## config.mk

```make
export PLATFORM = sky130hd
export DESIGN_NAME = pc_sequencer
export DESIGN_NICKNAME = d
export VERILOG_FILES = /design/src/rtl/pc_sequencer.sv
export SDC_FILE = /design/constraint.sdc
export NUM_CORES = 1
export LEC_CHECK = 0
export ABC_CLOCK_PERIOD_IN_PS = 5900
export CAP_MARGIN = 10
export CORE_MARGIN = 1.5
export CORE_UTILIZATION = 30
export DETAILED_ROUTE_END_ITERATION = 7
export DONT_BUFFER_PORTS = 1
export PLACE_DENSITY = 0.42
export SETUP_SLACK_MARGIN = 0.5
export SKIP_LAST_GASP = 1
export SYNTH_ARGS = -nofsm -noshare
export SYNTH_HDL_FRONTEND = slang
export SYNTH_SLANG_ARGS = --single-unit
```

## constraint.sdc

```tcl
create_clock -name clk -period 5.9 [get_ports clk]
set_input_delay 1.18 -clock clk [delete_from_list [all_inputs] [get_ports clk]]
set_output_delay 1.18 -clock clk [all_outputs]
set_load 0.005 [all_outputs]
```

## src/rtl/pc_sequencer.sv

```systemverilog
// Program-counter sequencer: sequential fetch, flag-conditioned branches with a one-cycle
// flush bubble, stall hold and sticky halt. All outputs are registered.
module pc_sequencer #(
    parameter int unsigned          PC_W     = 32,
    parameter logic [PC_W-1:0]      RESET_PC = '0
) (
    input  logic            clk,
    input  logic            rst,
    input  logic            zero_flag,
    input  logic            carry_flag,
    input  logic            sign_flag,
    input  logic            branch_valid,
    input  logic [3:0]      branch_op,
    input  logic [PC_W-1:0] target,
    input  logic            stall,
    input  logic            halt,
    output logic [PC_W-1:0] pc,
    output logic            pc_valid,
    output logic            flush,
    output logic            taken,
    output logic            illegal_op,
    output logic            halted
);

    localparam logic [1:0] ST_BOOT   = 2'd0;
    localparam logic [1:0] ST_RUN    = 2'd1;
    localparam logic [1:0] ST_BUBBLE = 2'd2;
    localparam logic [1:0] ST_HALT   = 2'd3;

    localparam logic [PC_W-1:0] PC_STEP = PC_W'(4);

    logic [1:0]      state_q, state_d;
    logic [PC_W-1:0] pc_q, pc_d;
    logic            pc_valid_q, pc_valid_d;
    logic            flush_q, flush_d;
    logic            taken_q, taken_d;
    logic            illegal_q, illegal_d;
    logic            halted_q, halted_d;
    logic            cond_true;
    logic            op_legal;

    // Condition decode; codes 9-15 are undefined and never taken.
    always_comb begin
        cond_true = 1'b0;
        op_legal  = 1'b1;
        case (branch_op)
            4'd0:    cond_true = 1'b1;
            4'd1:    cond_true = zero_flag;
            4'd2:    cond_true = !zero_flag;
            4'd3:    cond_true = carry_flag;
            4'd4:    cond_true = !carry_flag;
            4'd5:    cond_true = sign_flag;
            4'd6:    cond_true = !sign_flag;
            4'd7:    cond_true = !sign_flag && !zero_flag;
            4'd8:    cond_true = sign_flag || zero_flag;
            default: op_legal  = 1'b0;
        endcase
    end

    always_comb begin
        state_d    = state_q;
        pc_d       = pc_q;
        pc_valid_d = pc_valid_q;
        flush_d    = 1'b0;
        taken_d    = 1'b0;
        illegal_d  = 1'b0;
        halted_d   = halted_q;
        case (state_q)
            ST_BOOT: begin
                state_d    = ST_RUN;
                pc_valid_d = 1'b1;
            end
            ST_RUN: begin
                if (!stall) begin
                    if (halt) begin
                        state_d    = ST_HALT;
                        pc_valid_d = 1'b0;
                        halted_d   = 1'b1;
                    end else if (branch_valid && cond_true) begin
                        state_d    = ST_BUBBLE;
                        pc_d       = {target[PC_W-1:2], 2'b00};
                        pc_valid_d = 1'b0;
                        flush_d    = 1'b1;
                        taken_d    = 1'b1;
                    end else begin
                        pc_d      = pc_q + PC_STEP;
                        illegal_d = branch_valid && !op_legal;
                    end
                end
            end
            ST_BUBBLE: begin
                if (!stall) begin
                    state_d    = ST_RUN;
                    pc_valid_d = 1'b1;
                end
            end
            ST_HALT: begin
                state_d = ST_HALT;
            end
            default: begin
                state_d = ST_BOOT;
            end
        endcase
    end

    always_ff @(posedge clk) begin
        if (rst) begin
            state_q    <= ST_BOOT;
            pc_q       <= RESET_PC;
            pc_valid_q <= 1'b0;
            flush_q    <= 1'b0;
            taken_q    <= 1'b0;
            illegal_q  <= 1'b0;
            halted_q   <= 1'b0;
        end else begin
            state_q    <= state_d;
            pc_q       <= pc_d;
            pc_valid_q <= pc_valid_d;
            flush_q    <= flush_d;
            taken_q    <= taken_d;
            illegal_q  <= illegal_d;
            halted_q   <= halted_d;
        end
    end

    assign pc         = pc_q;
    assign pc_valid   = pc_valid_q;
    assign flush      = flush_q;
    assign taken      = taken_q;
    assign illegal_op = illegal_q;
    assign halted     = halted_q;

endmodule

```

; ---- Yosys cells after proc, flatten, opt, wreduce, memory -nomap -nowiden
; Cells that the tools add are included.
[classes]
n_addsub = 1
mux = 14
n_bitwise = 3
n_reduce_logical = 18
eq_ne = 14
[ops]
columns = cell, count
row1 = $add 32x3->32 const B, 1
row2 = $mux 32, 1
row3 = $eq 4x3->1 const B, 4
row4 = $pmux 1 s9, 1
row5 = $reduce_and 3->1, 3
row6 = $reduce_or 9->1, 1
row7 = $eq 4x2->1 const B, 2
row8 = $mux 2, 4
row9 = $pmux 2 s4, 1
row10 = $mux 1, 6
row11 = $reduce_or 5->1, 1
row12 = $eq 2x2->1 const B, 2
row13 = $eq 4x1->1 const B, 1
row14 = $eq 4x4->1 const B, 1
row15 = $logic_not 1->1, 4
row16 = $logic_not 4->1, 1
row17 = $ne 2x2->1 const B, 2
row18 = $reduce_and 4->1, 1
row19 = $reduce_or 4->1, 1
row20 = $logic_and 1x1->1, 3
row21 = $ne 3x3->1 const B, 1
row22 = $not 1->1, 3
row23 = $pmux 1 s3, 1
row24 = $reduce_bool 3->1, 1
row25 = other kinds (3), 3
[word_totals]
word_cells = 56
out_inout_bits = 37
regBits = 38

; ---- Longest topological paths before layout
; Gate-level depths: netlist of the first run.
[depth]
depth_word = 8
depth_mapped = 8
mapped_depth_nobuf = 7

; ---- Worst setup path before layout of the first run
; OpenSTA, ideal clock, no wires.
[synth_path]
path_kind = input to register
startpoint = input port zero_flag
endpoint = register pc_q[10], in the netlist pc[10]
arrival_ns = 2.691
path_stages = 8
slack_ns = 3.073
t_required_ns = 5.764
path_cell_list = o21ai_0 > nor4_1 > a31oi_1 > and2_1 > clkbuf_1 > clkbuf_1 > mux2i_1 > o32ai_1
[synth_between]
elab_chain_cells = 5
[synth_rtl]
columns = element, line
row1 = "start, declared", 9  ; input logic zero_flag,
row2 = $logic_not 1->1, "49, 54"
row3 = $logic_and 1x1->1, 54  ; 4'd7: cond_true = !sign_flag && !zero_flag;
row4 = $pmux 1 s9 (*), 46  ; case (branch_op)
row5 = $logic_and 1x1->1 (*), 79  ; end else if (branch_valid && cond_true) begin
row6 = $mux 32 (*), 79
row7 = "end signal, assigned", 117  ; pc_q <= pc_d;
row8 = "end, declared", 33  ; logic [PC_W-1:0] pc_q, pc_d;
; Every way passes the cells marked *; elsewhere a longest branch is shown, timed or not.
; A chain may end at the register's enable or synchronous reset.

; ---- Final worst setup path of the first run
[layout_path]
startpoint = input port zero_flag
endpoint = register state_q[1]
[layout_between]
elab_chain_cells = 6
[layout_rtl]
columns = element, line
row1 = $logic_not 1->1, "49, 54"
row2 = $logic_and 1x1->1, 54
row3 = $pmux 1 s9 (*), 46
row4 = $logic_and 1x1->1 (*), 79
row5 = $ne 3x3->1 (no source line) (*), --
row6 = $reduce_and 3->1 (no source line) (*), --
row7 = "end signal, assigned", 116  ; state_q <= state_d;
row8 = "end, declared", 32  ; logic [1:0] state_q, state_d;
; Marks and branches as above.

==> results of run 1 <==
[critical path, stage by stage]
cell,delay [ps]
o21ai_0,150
nor4_1,70
a31oi_1,260
and2_2,190
buf_4,540
a21oi_1,160
o221a_2,260
[how the worst min path moves through the flow]
stage / cells after the start / end / startpoint / slack, ps
2_1_floorplan: 2 / halted$_SDFFE_PP0P_ / halted$_SDFFE_PP0P_ / 460
5_1_grt: 2 / pc[31]$_SDFFE_PP0P_ / pc[31]$_SDFFE_PP0P_ / 570
3_3_place_gp: 2 / halted$_SDFFE_PP0P_ / halted$_SDFFE_PP0P_ / 500
6_report: 2 / halted$_SDFFE_PP0P_ / halted$_SDFFE_PP0P_ / 510
4_1_cts: 2 / halted$_SDFFE_PP0P_ / halted$_SDFFE_PP0P_ / 530
3_5_place_dp: 2 / halted$_SDFFE_PP0P_ / halted$_SDFFE_PP0P_ / 510
[synthesized netlist by cell type]
cell	count	area (sq um)
dfxtp_1	36	721
o221a_2	1	11.3
nor4_1	3	18.8
a211oi_1	1	7.51
nand3b_1	8	60.1
a2bb2oi_1	9	78.8
nor3b_1	1	7.51
nand4b_1	2	17.5
nand4_2	1	12.5
a31oi_1	15	93.8
nor3_1	15	75.1
mux2i_1	13	130
nand3_1	22	110
a21boi_0	1	7.51
nand4_1	5	31.3
and4_2	1	10.0
nand2_1	38	143
or3_4	1	11.3
or4_4	1	11.3
o32ai_1	15	131
ha_1	1	12.5
and4_1	2	17.5
or3_1	6	37.5
and2_2	1	7.51
a31o_2	2	17.5
mux2_2	1	11.3
a21oi_1	20	100
conb_1	1	3.75
nor2_1	31	116
inv_1	18	67.6
or4_1	1	7.51
buf_6	1	11.3
o21ai_0	7	35.0
nand2b_1	2	12.5
buf_4	3	22.5
o21a_1	1	7.51
a41oi_1	1	8.76
or2_2	2	12.5
clkbuf_1	17	63.8
and2_1	3	18.8
o311ai_0	1	8.76
buf_2	1	5.00
[registers in the layout, summed over array words and instances, names as in the netlist]
register	cells
halted	1
pc_valid	1
state_q	2
illegal_op	1
taken	1
pc	30
[where the power goes]
part | internal [uW] | switching [uW]
Clock | 212 | 101
Combinational | 22.3 | 31.2
Sequential | 251 | 12.2
[layout make-up]
cell class	instances	area share, %
multi-input combinational	237	56.3
sequential	36	28.8
tap	99	4.95
clock inverter	3	3.60
clock buffer	5	2.75
inverter	18	2.70
timing repair buffer	3	0.900
[per-layer routing]
layer / GRT usage, % / wire length (microns)
met1: 21.8 / 3290
met2: 28.3 / 3240
met3: 4.97 / 420
met4: 3.57 / 60
met5: 0 / 0
[cell families (layout without fill, tap and decap cells)]
family	Yosys count	in the layout	share of synthesized area [%]
fa+ha+maj	1	1	0.545
mux	14	14	6.16
buf+inv	40	29	7.41
flops	36	36	31.4
other cells	1	2	0.163
simple gates	146	146	32.2
compound gates	74	74	22.1
[through the flow]
step | utilization (%) | power [uW] | hold WS (ps) | area (sq um) | instances
CTS | 34.1 | 638 | 529 | 2500 | 401
finish | 34.1 | 629 | 514 | 2500 | 401
detailed placement | 32.0 | 323 | 507 | 2340 | 393
floorplan | - | 314 | 460 | 2300 | 313
global route | 34.1 | 654 | 566 | 2500 | 401
global placement | 32.0 | 322 | 496 | 2340 | 393
==> metrics.txt, run 1 <==
most common cell after layout, fill and taps aside=nand2_1; DR pass1 iterations=4; Vias=2,226; synthesized flop and latch total=36; Detailed Route Iter0 Violations=115; die height=90.5 microns; Total Nets Final=346; R2R depth=6; Slew headroom=52.1%; WP data required=6090 ps; cts bufs inserted=5; drt drc=0; worst skew pair latency=290 ps; die width=90.5 microns; pwr dens=251 nW/um^2; CTS resizes=0; Fin. Hold Viols=0; PortBufs=0; max frequency=376 MHz; CTS sink count=36; Worst EP arrival=2850 ps; fin crit period=2660 ps; vias per inst=5.55; vias in the first global route=2,119; FF+latch area=721 sq um; RSZ-0062 raised after global routing=no; ant diodes=0; antenna viol nets, final=0; initial antenna violation count=0; nature of the critical path endpoint=flop; TritonCTS clock tree=yes; post-route setup slack=3240 ps; Overflow after GRT=0; Min-Delay Path Class=reg -> reg; core box area=7330 sq um; number of setup buffers added after CTS=0; Pins Over Slew Limit=0; Synth Instances=312; Multi-input gate area=1410 sq um; GPL Wtd Cong=0.726; worst clock skew=4.30 ps; Total Routing Usage GR=17.0%; Slew @ Worst Pin=717 ps; Place WS=2930 ps; H-tree levels=2; LEAKAGE=0.000816 uW; post-DR wirelength/cell=17.5 microns; Clk pin slew, worst setup/hold paths=80 ps; r2r setup slk=3390 ps; type of the worst setup path=in -> reg; Detail Placement HPWL=4.73 mm; mean post-synth cell area=7.35 sq um; Hold Buf Count CTS=0; IO Count=81; worst r2r src=pc[14]$_SDFFE_PP0P_; Routed WL=7.01 mm; post-route setup TNS=0 ps; Initial Util=31.3%; Setup-failing EPs final=0; Setup crit start=zero_flag; yosys warns=0; crit path capture=state_q[1]$_SDFFE_PP0P_; worst r2r dst=pc[30]$_SDFFE_PP0P_; clock root buffer master=clkbuf_8; die area=8180 sq um; VDD IR max=77.9 uV; sequential area share after synthesis=31.4%; outcome=complete, no violations; crit path launch type=primary input; max_cap viols=0; synthesis-to-layout area growth=9.05%; worst-path fanout max=60; fill count=797; Clock Tree Buf Depth=2; fraction of layout cells with a size suffix above 1=7.62%; mapped cell area=2290 sq um; first-pass GRT wire length=11.3 mm; FP Rows=31; count of cell types in the netlist=42; Final Cycle Share=45.0%; most frequent cells in the layout=nand2_1 (38), dfxtp_1 (36), nor2_1 (31); largest net degree at the start of global routing=61
(Power assumes the default switching activity.)
==> run 2: changes to the inputs <==
--- a/config.mk
+++ b/config.mk
@@ -5,7 +5,8 @@
 export SDC_FILE = /design/constraint.sdc
 export NUM_CORES = 1
 export LEC_CHECK = 0
-export ABC_CLOCK_PERIOD_IN_PS = 5900
+export ABC_AREA = 1
+export ABC_CLOCK_PERIOD_IN_PS = 2510
 export CAP_MARGIN = 10
 export CORE_MARGIN = 1.5
 export CORE_UTILIZATION = 30
==> constraint.sdc (replaced) <==
create_clock -name clk -period 2.51 [get_ports clk]
set_input_delay 0.502 -clock clk [delete_from_list [all_inputs] [get_ports clk]]
set_output_delay 0.502 -clock clk [all_outputs]
set_load 0.005 [all_outputs]
==> run 2 against run 1 <==
Worst setup slack worse by 2500 ps. Global-route usage up 0.44 points. Utilization fell by 1.5 points. Power rose by 98%. First-iteration DRC count decreased by 11%. Sequential power grew 130%. Register-to-register slack lost 2600 ps. Via count increased by 31%. Critical path type is now reg -> reg. Critical endpoint is now pc[23]$_SDFFE_PP0P_.
==> metrics.txt, run 2 <==
outcome=complete, no violations; Total Routing Usage GR=17.5% (+0.44 points); PortBufs=0 (unchanged); GPL Wtd Cong=0.822 (+13%); RSZ-0062 raised after global routing=no; Setup-failing EPs final=0 (unchanged); worst clock skew=2.48 ps (-1.81 ps); yosys warns=0 (unchanged); Synth area leader=dfxtp_1; number of flip-flops in the largest register=30 (unchanged); CP Cell Sequence=nand2_1, nor2_1, inv_1, nor2_4, nand3_1, nand2_1, nand2_1, nand2_1, nand3_1, a21oi_1; async set or reset register ratio after synthesis=0% (unchanged); Detail Placement HPWL=6.07 mm (+28%); core box area=9150 sq um (+25%); Vias=2,926 (+31%); nature of the critical path endpoint=flop; Flop pwr share=49.0% (+7.2 points); max frequency=574 MHz; post-DR wirelength/cell=13.9 microns (-20%); Overflow after GRT=0 (unchanged); post-route setup TNS=0 ps (unchanged); mean post-synth cell area=5.56 sq um (-24%); worst-path fanout max=7 (-88%); Detailed Route Iter0 Violations=102 (-11%); CTS sink count=36 (unchanged); LEAKAGE=0.00124 uW (+52%); Post-synth top cells=nand2_1 (160), nand3_1 (86), inv_1 (75), nor2_1 (52), dfxtp_1 (36); WP data required=2740 ps (-3350 ps); ant diodes=0 (unchanged); cell mode on critical path=nand2_1; die height=99.9 microns (+10%); dominant cell by count in the synthesized netlist=nand2_1; vias per inst=4.82 (-13%); CP top delay family=simple AND/OR/NAND/NOR gates; most common cell after layout, fill and taps aside=nand2_1; Post-synth EDFFs=0 (unchanged); synthesis-to-layout area growth=6.05%; sw frac=28.8% (+5.8 points); fraction of layout cells with a size suffix above 1=6.65% (-0.96 points); IO Count=81 (unchanged); part of the power in combinational logic=13.1% (+4.6 points); Final Cycle Share=69.4%; synthesized flop and latch total=36 (unchanged); Slew headroom=58.7% (+6.6 points); Hold Slack=258 ps (-256 ps); count of cell types in the netlist=22 (-48%); fin area=2980 sq um (+19%); die area=9970 sq um (+22%); max_cap viols=0 (unchanged); antenna viol nets, final=0 (unchanged); vias in the first global route=2,801 (+32%); sequential area share after synthesis=25.6% (-5.8 points); pwr dens=416 nW/um^2 (+66%); largest net degree at the start of global routing=35 (-43%); switching power total=357 uW (+150%); Internal Power=885 uW (+83%); crit path launch type=flop; type of the worst setup path=reg -> reg; H-tree levels=2 (unchanged); most frequent cells in the layout=nand2_1 (160), nand3_1 (86), inv_1 (75); DR pass1 iterations=4 (unchanged); buffer and inverter count on the worst path=1 (unchanged); post-route setup slack=769 ps (-2470 ps); share of the synthesized area in the top cell type=25.6% (-5.8 points); worst skew pair latency=290 ps (about the same); Synth Instances=506 (+62%); first-pass GRT wire length=14.0 mm (+24%); Pins Over Slew Limit=0 (unchanged); drt drc=0 (unchanged); mapped cell area=2810 sq um (+23%); Total Nets Final=541 (+56%); VDD IR max=155 uV (+99%); fin crit period=1740 ps; Clk pin slew, worst setup/hold paths=80 ps (about the same); Slew @ Worst Pin=617 ps (-99.5 ps); initial antenna violation count=0 (unchanged); Worst EP arrival=1970 ps (-880 ps); Min-Delay Path Class=in -> reg; Fin. Hold Viols=0 (unchanged); die width=99.9 microns (+10%); Place WS=504 ps (-2420 ps); Initial Util=30.7% (-0.56 points); clock root buffer master=clkbuf_8; cell area after placement=2870 sq um (+22%); slowest CP cell=dfxtp_1; Routed WL=8.46 mm (+21%); clock network power share=37.9% (-12 points); ys flop type=dfxtp_1; cts bufs inserted=5 (unchanged); fill count=1,080 (+36%); top post-synthesis cells by area=dfxtp_1 (26%), nand2_1 (21%), nand3_1 (15%); FP Rows=35 (+13%); max incr delay on CP=460 ps (-80 ps); TritonCTS clock tree=yes; Clock Tree Buf Depth=2 (unchanged)
## run 2: path summary, 6_finish.rpt
check / start / endpoint / slack (ps) / cells after the start
worst max-delay path: pc[9]$_SDFFE_PP0P_ / pc[23]$_SDFFE_PP0P_ / 770 / 10
worst min-delay path: rst / pc[3]$_SDFFE_PP0P_ / 260 / 1
worst min register to register: pc[3]$_SDFFE_PP0P_ / pc[3]$_SDFFE_PP0P_ / 510 / 2
worst max register to register: pc[9]$_SDFFE_PP0P_ / pc[23]$_SDFFE_PP0P_ / 770 / 10
## run 2: cells by family after synthesis
family	after synthesis	share of synthesized area, %
and+or+nand+nor	318	48.7
other	1	0.133
buffers and inverters	101	14.3
xor gates and xnor gates	15	4.67
adders and majority gates	1	0.445
AOI/OAI and AO/OA	34	6.09
DFF	36	25.6
## run 2: area by class of cell
type / count / area, sq um / area share (%)
sequential: 36 / 723 / 24.2
inverter: 79 / 299 / 10.0
timing repair buffer: 4 / 30.0 / 1.01
tap: 111 / 139 / 4.65
multi-input combinational: 370 / 1700 / 56.9
clock buffer: 7 / 96.3 / 3.23
## run 2: routing by layer
metal	part of all wire [%]	track usage (%)	wire length [microns]	up-vias
met5	0	0	0	-
met2	46	29.9	3900	65
met3	4.8	3.27	405	8
li1	-	-	-	1536
met1	48	22.9	4080	1317
met4	0.89	3.90	75	0
## run 2: worst register-to-register path, cell delays in order, from the launching register on
cell,delay (ps)
dfxtp_1,460
nand2_1,120
nor2_1,300
inv_1,130
nor2_4,200
nand3_1,90
nand2_1,70
nand2_1,40
nand2_1,60
nand3_1,80
a21oi_1,120
## run 2: power groups by stage
stage / clock network, uW / logic (uW) / registers (uW)
CTS: 494 / 163 / 609
global route: 510 / 191 / 612
finish: 471 / 163 / 609
detailed placement: 0 / 162 / 622
floorplan: 0 / 146 / 616
global placement: 0 / 160 / 622
## run 2: what timing repair did
action | in CTS | in global routing
hold buffers | 0 | 0
setup endpoints to repair | 0 | 30
gates resized for setup | 0 | 5
buffers inserted | 0 | 2
## run 2: per-stage QoR
stage,cells,power [uW],utilization (%)
4_1_cts,605,1270,32.4
5_1_grt,607,1310,32.6
3_3_place_gp,598,782,31.3
6_report,607,1240,32.6
2_1_floorplan,507,762,-
3_5_place_dp,598,784,31.3
==> run 3: changes to the inputs <==
--- a/config.mk
+++ b/config.mk
@@ -6,13 +6,13 @@
 export NUM_CORES = 1
 export LEC_CHECK = 0
 export ABC_AREA = 1
-export ABC_CLOCK_PERIOD_IN_PS = 2510
+export ABC_CLOCK_PERIOD_IN_PS = 1600
 export CAP_MARGIN = 10
 export CORE_MARGIN = 1.5
 export CORE_UTILIZATION = 30
 export DETAILED_ROUTE_END_ITERATION = 7
 export DONT_BUFFER_PORTS = 1
-export PLACE_DENSITY = 0.42
+export PLACE_DENSITY = 0.43
 export SETUP_SLACK_MARGIN = 0.5
 export SKIP_LAST_GASP = 1
 export SYNTH_ARGS = -nofsm -noshare
==> constraint.sdc (replaced) <==
create_clock -name clk -period 1.6 [get_ports clk]
set_input_delay 0.32 -clock clk [delete_from_list [all_inputs] [get_ports clk]]
set_output_delay 0.32 -clock clk [all_outputs]
set_load 0.005 [all_outputs]
==> run 3 against run 2 <==
Cell count is 10% higher. Cell area is 42% higher. Critical path depth is 1 higher. Worst setup slack worse by 690 ps. Power is 67% higher. Die area stayed put. Largest power group unchanged.
==> metrics.txt, run 3 (synthesis gave the netlist of run 2 again) <==
Total Routing Usage GR=19.3% (+1.8 points); TritonCTS clock tree=yes; GPL Wtd Cong=0.853 (+3.7%); max frequency=659 MHz (+15%); die area=9970 sq um (unchanged); most common cell after layout, fill and taps aside=nand2_1; final non-filler cell total=668 (+10%); Routed WL=9.77 mm (+15%); part of the power in combinational logic=22.5% (+9.4 points); IO Count=81 (unchanged); type of the worst setup path=reg -> reg; slowest CP cell=dfxtp_2; number of flip-flops in the largest register=30 (unchanged); crit path launch type=flop; max incr delay on CP=340 ps (-120 ps); worst r2r src=state_q[0]$_SDFFE_PP0P_; ant diodes=0 (unchanged); pwr dens=489 nW/um^2 (+17%); initial antenna violation count=0 (unchanged); Pins Over Slew Limit=0 (unchanged); fin crit period=1520 ps (-224 ps); Flop pwr share=45.3% (-3.7 points); fill count=979 (-9.4%); Core Util, Final=46.2% (+14 points); die height=99.9 microns (unchanged); Clk pin slew, worst setup/hold paths=80 ps (about the same); RSZ-0062 raised after global routing=yes; FP Rows=35 (unchanged); Internal Power=1420 uW (+60%); LEAKAGE=0.00174 uW (+41%); Fin. Hold Viols=0 (unchanged); R2R depth=11 (+1); worst skew pair latency=290 ps (about the same); r2r setup slk=80 ps (-690 ps); Hold Path Depth=1 (unchanged); Clock Tree Buf Depth=2 (unchanged); Vias=3,260 (+11%); vias in the first global route=3,131 (+12%); CP Cell Sequence=inv_2, nor2_4, inv_2, nor2_4, inv_2, nor2_4, buf_6, buf_6, buf_12, nand3_1, a21oi_1; worst clock skew=6.89 ps (+4.41 ps); Hold Buf Count CTS=0 (unchanged); hold_sp=rst; cts bufs inserted=5 (unchanged); Overflow after GRT=0 (unchanged); most frequent cells in the layout=nand2_1 (140), inv_1 (69), nand3_1 (63); Min-Delay Path Class=in -> reg; Setup-failing EPs final=0 (unchanged); Hold Slack=70.1 ps (-188 ps); Final Cycle Share=94.8% (+25 points); outcome=complete, no violations; PortBufs=0 (unchanged); Inst Count DP=629 (+5.2%); worst-path fanout max=5 (-2); CTS sink count=36 (unchanged); Min-Delay Endpoint=pc[3]$_SDFFE_PP0P_; antenna viol nets, final=0 (unchanged); H-tree levels=2 (unchanged); Initial Util=30.7% (unchanged); Total Nets Final=601 (+11%); switching power total=654 uW (+83%); Detailed Route Iter0 Violations=114 (+12%); sw frac=31.6% (+2.8 points); VDD IR max=311 uV (+100%); DR pass1 iterations=4 (unchanged); nature of the critical path endpoint=flop; largest net degree at the start of global routing=35 (unchanged); post-DR wirelength/cell=14.6 microns (+4.9%); clock root buffer master=clkbuf_8; first-pass GRT wire length=15.4 mm (+9.7%); clock network power share=32.3% (-5.6 points); drt drc=0 (unchanged); max_cap viols=0 (unchanged); vias per inst=4.88 (+1.2%); WP data required=1820 ps (-920 ps); worst r2r dst=pc[16]$_SDFFE_PP0P_; CP top delay family=buffers and inverters; synthesis-to-layout area growth=50.4%; fraction of layout cells with a size suffix above 1=38.6% (+32 points); Detail Placement HPWL=6.73 mm (+11%); Worst EP arrival=1740 ps (-230 ps); die width=99.9 microns (unchanged); core box area=9150 sq um (unchanged); buffer and inverter count on the worst path=6 (+5)
## run 3: cell types whose count changed in the layout (fill, tap and decap cells not counted), sizes merged
| cell | before | now |
|---|---|---|
| clkinv | 0 | 2 |
| clkbuf | 7 | 8 |
| buf | 4 | 63 |
| inv | 79 | 78 |
## run 3: how the worst max path moves through the flow
stage,start,endpoint,depth (start not counted)
final,state_q[0]$_SDFFE_PP0P_,pc[16]$_SDFFE_PP0P_,11
after global routing,state_q[0]$_SDFFE_PP0P_,pc[16]$_SDFFE_PP0P_,11
after CTS,pc[7]$_SDFFE_PP0P_,pc[19]$_SDFFE_PP0P_,10
after detailed placement,pc[22]$_SDFFE_PP0P_,pc[31]$_SDFFE_PP0P_,10
after global placement,state_q[0]$_SDFFE_PP0P_,pc[2]$_SDFFE_PP0P_,10
after floorplan,pc[3]$_SDFFE_PP0P_,pc[20]$_SDFFE_PP0P_,11
## run 3: layout make-up
class / instances / area (sq um) / area share [%]
Timing Repair Buffer: 64 / 682 / 16.1
Tap cell: 111 / 139 / 3.28
Clock inverter: 1 / 5.00 / 0.118
Inverter: 79 / 309 / 7.30
Sequential cell: 36 / 793 / 18.7
Multi-Input combinational cell: 370 / 2230 / 52.6
Clock buffer: 7 / 76.3 / 1.80
## run 3: repair_timing
action                     CTS  global route
setup endpoints to repair   50            54
setup buffers               18             9
gates cloned                 2             2
gates resized for setup     86            75
pin swaps                   36            33
## run 3: per-stage QoR
stage	TNS [ps]	area (sq um)	setup WS [ps]	total power, uW
final	0	4230	83.4	2070
after global routing	-3.02	4230	-3.02	2170
after CTS	0	3830	144	2020
after detailed placement	0	3250	54.5	1270
after global placement	0	3250	105	1270
after floorplan	0	3000	283	1210
## run 3: power groups by stage
stage | registers (uW) | logic [uW] | clock network (uW)
detailed placement | 964 | 307 | 0
floorplan | 960 | 253 | 0
global route | 941 | 512 | 720
finish | 937 | 465 | 668
global placement | 963 | 305 | 0
CTS | 940 | 391 | 691
## run 3: metal layers
metal | vias up | global-route usage, % | wire [microns]
li1 | 1670 | - | -
met1 | 1512 | 25.1 | 4370
met2 | 71 | 33.4 | 4880
met3 | 7 | 3.69 | 461
met4 | 0 | 3.36 | 59
met5 | - | 0 | 0
